--- src/rtl/countdown_timer.sv ---
// Presettable centisecond countdown timer with start/pause button and a timed alarm at zero.
// Remaining time is held as separate binary {seconds, csec} registers for the BCD display path.
module countdown_timer #(
  parameter int CLK_HZ   = 100_000_000,
  parameter int TICK_HZ  = 100,
  parameter int MAX_SEC  = 99999,
  parameter int ALARM_CS = 500
) (
  input  logic        clk,
  input  logic        rst,
  input  logic        load,
  input  logic        sp,
  input  logic [16:0] preset,
  output logic [16:0] seconds,
  output logic [6:0]  csec,
  output logic        running,
  output logic        expired,
  output logic        alarm
);

  localparam int DIV = CLK_HZ / TICK_HZ;
  localparam int PW  = (DIV > 1) ? $clog2(DIV) : 1;
  localparam int AW  = $clog2(ALARM_CS + 1);
  localparam logic [PW-1:0] PRE_LAST   = PW'(DIV - 1);
  localparam logic [AW-1:0] ALARM_LAST = AW'(ALARM_CS);

  typedef enum logic [1:0] {IDLE, RUN, PAUSE, EXPIRED} state_t;

  state_t        state;
  logic [PW-1:0] presc;
  logic [AW-1:0] alarm_cnt;
  logic          tick;

  function automatic logic [16:0] clamp_sec(input logic [16:0] p);
    return (p > 17'(MAX_SEC)) ? 17'(MAX_SEC) : p;
  endfunction

  // The prescaler only advances in RUN and EXPIRED, so a pause keeps the partial tick.
  assign tick = ((state == RUN) || (state == EXPIRED)) && (presc == PRE_LAST);

  always_ff @(posedge clk) begin
    if (!rst) begin
      state     <= IDLE;
      seconds   <= '0;
      csec      <= '0;
      presc     <= '0;
      alarm_cnt <= '0;
      running   <= 1'b0;
      expired   <= 1'b0;
      alarm     <= 1'b0;
    end else if (load) begin
      state     <= IDLE;
      seconds   <= clamp_sec(preset);
      csec      <= '0;
      presc     <= '0;
      alarm_cnt <= '0;
      running   <= 1'b0;
      expired   <= 1'b0;
      alarm     <= 1'b0;
    end else begin
      if ((state == RUN) || (state == EXPIRED))
        presc <= tick ? '0 : presc + 1'b1;
      case (state)
        IDLE: begin
          if (sp) begin
            presc <= '0;
            if ((seconds != '0) || (csec != '0)) begin
              state   <= RUN;
              running <= 1'b1;
            end
          end
        end
        RUN: begin
          if (sp) begin
            state   <= PAUSE;
            running <= 1'b0;
          end else if (tick) begin
            if (csec == '0) begin
              csec    <= 7'd99;
              seconds <= seconds - 1'b1;
            end else begin
              csec <= csec - 1'b1;
              // Reaching 0/00 expires on the same edge; the count never wraps below zero.
              if ((seconds == '0) && (csec == 7'd1)) begin
                state     <= EXPIRED;
                running   <= 1'b0;
                expired   <= 1'b1;
                alarm     <= 1'b1;
                alarm_cnt <= '0;
              end
            end
          end
        end
        PAUSE: begin
          if (sp) begin
            state   <= RUN;
            running <= 1'b1;
          end
        end
        EXPIRED: begin
          if (sp) begin
            state   <= IDLE;
            expired <= 1'b0;
            alarm   <= 1'b0;
          end else if (tick && alarm) begin
            alarm_cnt <= alarm_cnt + 1'b1;
            if ((alarm_cnt + AW'(1)) == ALARM_LAST)
              alarm <= 1'b0;
          end
        end
        default: state <= IDLE;
      endcase
    end
  end

endmodule
--- config.mk ---
export PLATFORM = sky130hd
export DESIGN_NAME = countdown_timer
export DESIGN_NICKNAME = d
export VERILOG_FILES = /design/src/rtl/countdown_timer.sv
export SDC_FILE = /design/constraint.sdc
export NUM_CORES = 1
export LEC_CHECK = 0
export CAP_MARGIN = 20
export CORE_UTILIZATION = 37
export DETAILED_ROUTE_END_ITERATION = 6
export GPL_ROUTABILITY_DRIVEN = 0
export SLEW_MARGIN = 0
export SYNTH_ARGS = -nofsm -noshare
export SYNTH_HDL_FRONTEND = slang
export SYNTH_SLANG_ARGS = --single-unit
--- constraint.sdc ---
create_clock -name clk -period 6.05 [get_ports clk]
set_input_delay 1.21 -clock clk [delete_from_list [all_inputs] [get_ports clk]]
set_output_delay 1.21 -clock clk [all_outputs]
set_load 0.01 [all_outputs]
* Yosys cells after proc, flatten, opt, wreduce, memory -nomap -nowiden *
Cells that the tools add are included.

operators by class
  bitwise operators = 2
  equal/unequal tests = 22
  muxes and demuxes = 45
  magnitude comparators = 1
  $add $sub $neg = 4
  reductions and logical operators = 23

operators by type and width
  cell                   count
  $mux 17                6
  $mux 20                4
  $mux 9                 6
  $reduce_and 7->1       4
  $add 20x1->20 const B  1
  $eq 20x20->1 const B   1
  $ne 2x2->1 const B     9
  $pmux 9 s2             1
  $gt 17x17->1 const B   1
  $logic_not 17->1       1
  $reduce_bool 17->1     1
  $sub 17x1->17 const B  1
  $mux 2                 8
  $mux 1                 15
  $add 9x1->9 const B    1
  $eq 9x9->1 const B     1
  $ne 3x2->1 const B     3
  $pmux 2 s4             1
  $reduce_bool 2->1      4
  $eq 7x1->1 const B     1
  $logic_not 7->1        1
  $mux 7                 1
  $reduce_bool 7->1      1
  $sub 7x1->7 const B    1
  other kinds (15)       23

word-level totals
  output and inout bits = 27
  bits of input ports = 21
  flip-flop bits (word level) = 58
  logic and storage cells = 105

* Longest topological paths before layout *
  depth in word-level cells = 7
  mapped depth = 8
  mapped depth without buffers = 7

* Least setup slack after synthesis *
OpenSTA, ideal clock, no wires.

  path type = input port to flip-flop
  start point = in sp
  end point = reg seconds[11]
  path buffers = 2
  arrival time = 2.728 ns
  cell stages on the path = 6
  setup time = 0.091 ns
  required time = 5.959 ns
  path slack = 3.231 ns
  cells stage by stage = clkbuf_2 nand2b_1 or4_1 buf_2 or3_1 a311oi_1

on the way
  word-level cells in the longest chain between the ends = 2

RTL lines
  item                        RTL line  source
  start, declared             12        input logic sp,
  $ne 2x2->1 (no line)        n/a
  $reduce_and 4->1 (no line)  n/a
  end signal, assigned        53        seconds <= clamp_sec(preset);
  end signal, assigned        80        seconds <= seconds - 1'b1;
  end, declared               14        output logic [16:0] seconds,

Every way passes these cells.
A chain may end at the register's enable or synchronous reset.

* Final worst setup path *
  start point = in rst
  end point = reg alarm_cnt[5]

on the way
  word-level cells in the longest chain between the ends = 2

RTL lines
  item                       RTL line  source
  start, declared            10        input logic rst,
  $not 1->1 (no line)        n/a
  $reduce_or 2->1 (no line)  n/a
  end signal, assigned       106       alarm_cnt <= alarm_cnt + 1'b1;
  end, declared              31        logic [AW-1:0] alarm_cnt;

Every way passes these cells.

==> metrics.md <==
| Metric | Value |
|---|---|
| Status | `completed` |
| Worst setup path start | `rst` |
| Starting Density | `39.2%` |
| LEAKAGE | `1.32 nW` |
| FFs w/ async S/R, synth | `0%` |
| Post-synth top area share | `35.4%` |
| Die height | `96.2 um` |
| Core Area | `8380 um2` |
| Area delta synth->final | `22.5%` |
| Warnings, synthesis | `0` |
| Least-Margin Pin Slew | `913 ps` |
| Synth Register Bits | `58` |
| EDFF count, synth | `0` |
| CP arrival | `3480 ps` |
| Dpl hpwl | `6.33 mm` |
| Drt first pass iters | `4` |
| Vias | `3114` |
| Startpoint Class | `input port` |
| Fraction of final layout cells sized beyond drive strength 1 | `8.86%` |
| GRT Overall Usage | `20.8%` |
| CP Capture Type | `flop` |
| Detailed Route WL | `8.89 mm` |
| Primary FF master, synth | `dfxtp_1` |
| CTS Buffer Depth | `2` |
| Footprint of the multi-input gates | `1990 um2` |
| Hold_buf cts | `0` |
| Synth Net Count | `423` |
| Synth top area cells | `dfxtp_1 35%, nor2_1 4.9%, xnor2_1 4.5%, xor2_1 4.3%, nor4_1 4.2%` |
| CTS root buffer | `clkbuf_8` |
| Rel. slew slack | `38.5%` |
| RR Startpoint | `presc[0]$_SDFF_PP0_` |
| Synth Cell Area | `3280 um2` |
| Internal power | `0.671 mW` |
| Port bufs | `47` |
| Seq pwr share | `45.1%` |
| Logic pwr share | `10.9%` |
| Number of diodes | `0` |
| Synth cell types | `61` |
| Post-layout min period | `3230 ps` |
| WHS | `507 ps` |
| Num rows | `33` |
| Sequential share of the synthesized area | `35.4%` |
| Clk_lat worst skew | `340 ps` |
| Crit-path max FO | `16` |
| Clock network fraction of total power | `43.9%` |
| Top cell type by total area after synthesis | `dfxtp_1` |
| Die Area | `9250 um2` |
| Final setup TNS | `0 ps` |
| Via/cell ratio | `5.71` |
| Net Sw Power | `0.230 mW` |
| Peak supply drop | `0.114 mV` |
| Die Width | `96.2 um` |
| Initial antenna violation count | `0` |
| Antenna viol nets, final | `0` |
| Skew final | `10.3 ps` |
| Max-cap violations | `0` |
| Worst Path Class, Setup | `in -> reg` |
| CTS resizes | `0` |
| Final setup fails | `0` |
| First-pass GRT wire length | `14.8 mm` |
| Post-CTS setup buffers | `0` |
| Fill cells | `839` |
| Fin. max-slew vios | `0` |
| Final Cycle Share | `53.4%` |
| Final hold vios | `0` |
| RSZ-0062 raised after global routing | `false` |
| Pin count of the biggest net entering global routing | `21` |
| Io pins | `48` |
| Switch share | `25.5%` |
| Min-delay src | `alarm_cnt[1]$_SDFFE_PP0P_` |
| Avg Inst Size Synth | `8.31 um2` |
| Total CTS buffers | `9` |
| P per Cell Area | `224 nW/um2` |
| Hold Crit Class | `reg -> reg` |
| Seq. cell area | `1160 um2` |
| Gate count of the mapped netlist | `395` |
| Clock sink count | `58` |
| Fin nets | `463` |
| DR WL/cell | `16.3 um` |
| CTS tree | `yes` |
| Post-route DRC | `0` |
| Iteration-0 DRC Markers | `167` |
| GR Overflow Total | `0` |
| CTS HTree Levels | `3` |
| Highest clock rate | `0.309 GHz` |
| Reg clk slew, reported paths | `70 ps` |
| CP Data Required Time | `6300 ps` |
| Vias in the first global route | `3006` |
-- layout by cell type, fill, tap and decap left out, drive strengths merged, types with 3 or more instances in the layout --
cell type,n
a21oi,11
a31oi,4
and2,3
and3,9
and4,3
clkbuf,9
clkdlybuf4s50,47
clkinv,3
dfxtp,58
ha,7
inv,12
mux2i,3
nand2,28
nand2b,4
nand3,22
nand4,16
nand4b,3
nor2,43
nor3,11
nor3b,5
nor4,26
o211ai,3
o21ai,18
o221a,3
o311ai,6
o31ai,7
or2,6
or3,3
or4,3
xnor2,17
xor2,16
-- state kept, by name, summed over array words and instances, names as in the netlist --
name	count
presc	20
alarm	1
state	2
seconds	17
running	1
expired	1
alarm_cnt	9
csec	7
-- synthesized netlist by cell type (2+ instances only) --
cell type	n
nor4_1	22
buf_2	3
ha_1	7
nand4_1	16
a211oi_1	2
xor2_1	16
nand4b_1	3
a21o_1	2
a21oi_1	11
nand2b_1	4
o31ai_1	7
nor4bb_1	2
nand2_1	27
clkbuf_1	12
o31a_1	2
inv_1	12
or4_1	3
a31oi_1	4
and3_2	2
and3_1	7
nor2_1	43
or2_2	6
o221a_2	3
o21ai_0	17
a2111oi_0	2
nor4_2	3
nor3_1	11
nor2b_1	2
or3_1	3
xnor2_1	17
o211ai_1	3
mux2i_1	3
o311ai_0	6
and4_1	2
dfxtp_1	58
nand3_1	21
and2_1	3
nor3b_1	5
-- cell families after synthesis --
group,Yosys count,share of synthesized area (%)
xor gates and xnor gates,33,8.81
DFF,58,35.4
buffers and inverters,31,4.08
AOI/OAI and AO/OA,69,14.4
and+or+nand+nor,194,33.7
adders and majority gates,7,2.67
muxes,3,0.915
-- worst max-delay path, stage by stage --
cell,delay (ps)
clkdlybuf4s50_1,860
nor2b_1,250
nand3_1,110
nor4_1,630
nand2_1,200
o31ai_1,230
-- stage by stage --
step                      total power [mW]  utilization [%]  area, um2  instances  setup slack, ps
after floorplan                      0.464                -       3280        395             3230
after CTS                            0.908             48.0       4020        545             2860
after global placement               0.511             45.4       3800        529             2520
after detailed placement             0.511             45.4       3800        529             2490
after global routing                 0.937             48.0       4020        545             2680
final                                0.901             48.0       4020        545             2820
-- final cells by class --
class / count / area share (%)
Multi-Input combinational cell: 306 / 49.4
Clock inverter: 7 / 2.33
Clock buffer: 9 / 3.08
Tap cell: 105 / 3.27
Timing Repair Buffer: 48 / 11.9
Inverter: 12 / 1.12
Sequential cell: 58 / 28.9
-- power groups by stage --
| stage | Sequential, mW | Combinational (mW) | Clock [mW] |
|---|---|---|---|
| 2_1_floorplan | 0.413 | 0.0507 | 0 |
| 3_3_place_gp | 0.415 | 0.0968 | 0 |
| 3_5_place_dp | 0.415 | 0.0964 | 0 |
| 4_1_cts | 0.406 | 0.0979 | 0.404 |
| 5_1_grt | 0.408 | 0.108 | 0.421 |
| 6_report | 0.407 | 0.0985 | 0.396 |
-- layer usage --
layer  GRT usage, %  share of wire [%]
met2           33.1                 46
met1           27.6                 48
met4           5.85               0.96
met5              0                  0
met3           5.21                5.0
-- worst paths after layout --
path	end	slack (ps)	cells after the start
max	alarm_cnt[5]$_SDFFE_PP0P_	2820	6
min	alarm_cnt[1]$_SDFFE_PP0P_	510	2
max reg2reg	seconds[11]$_SDFFE_PN0P_	3550	6
min reg2reg	alarm_cnt[1]$_SDFFE_PP0P_	510	2
(Power assumes the default switching activity.)
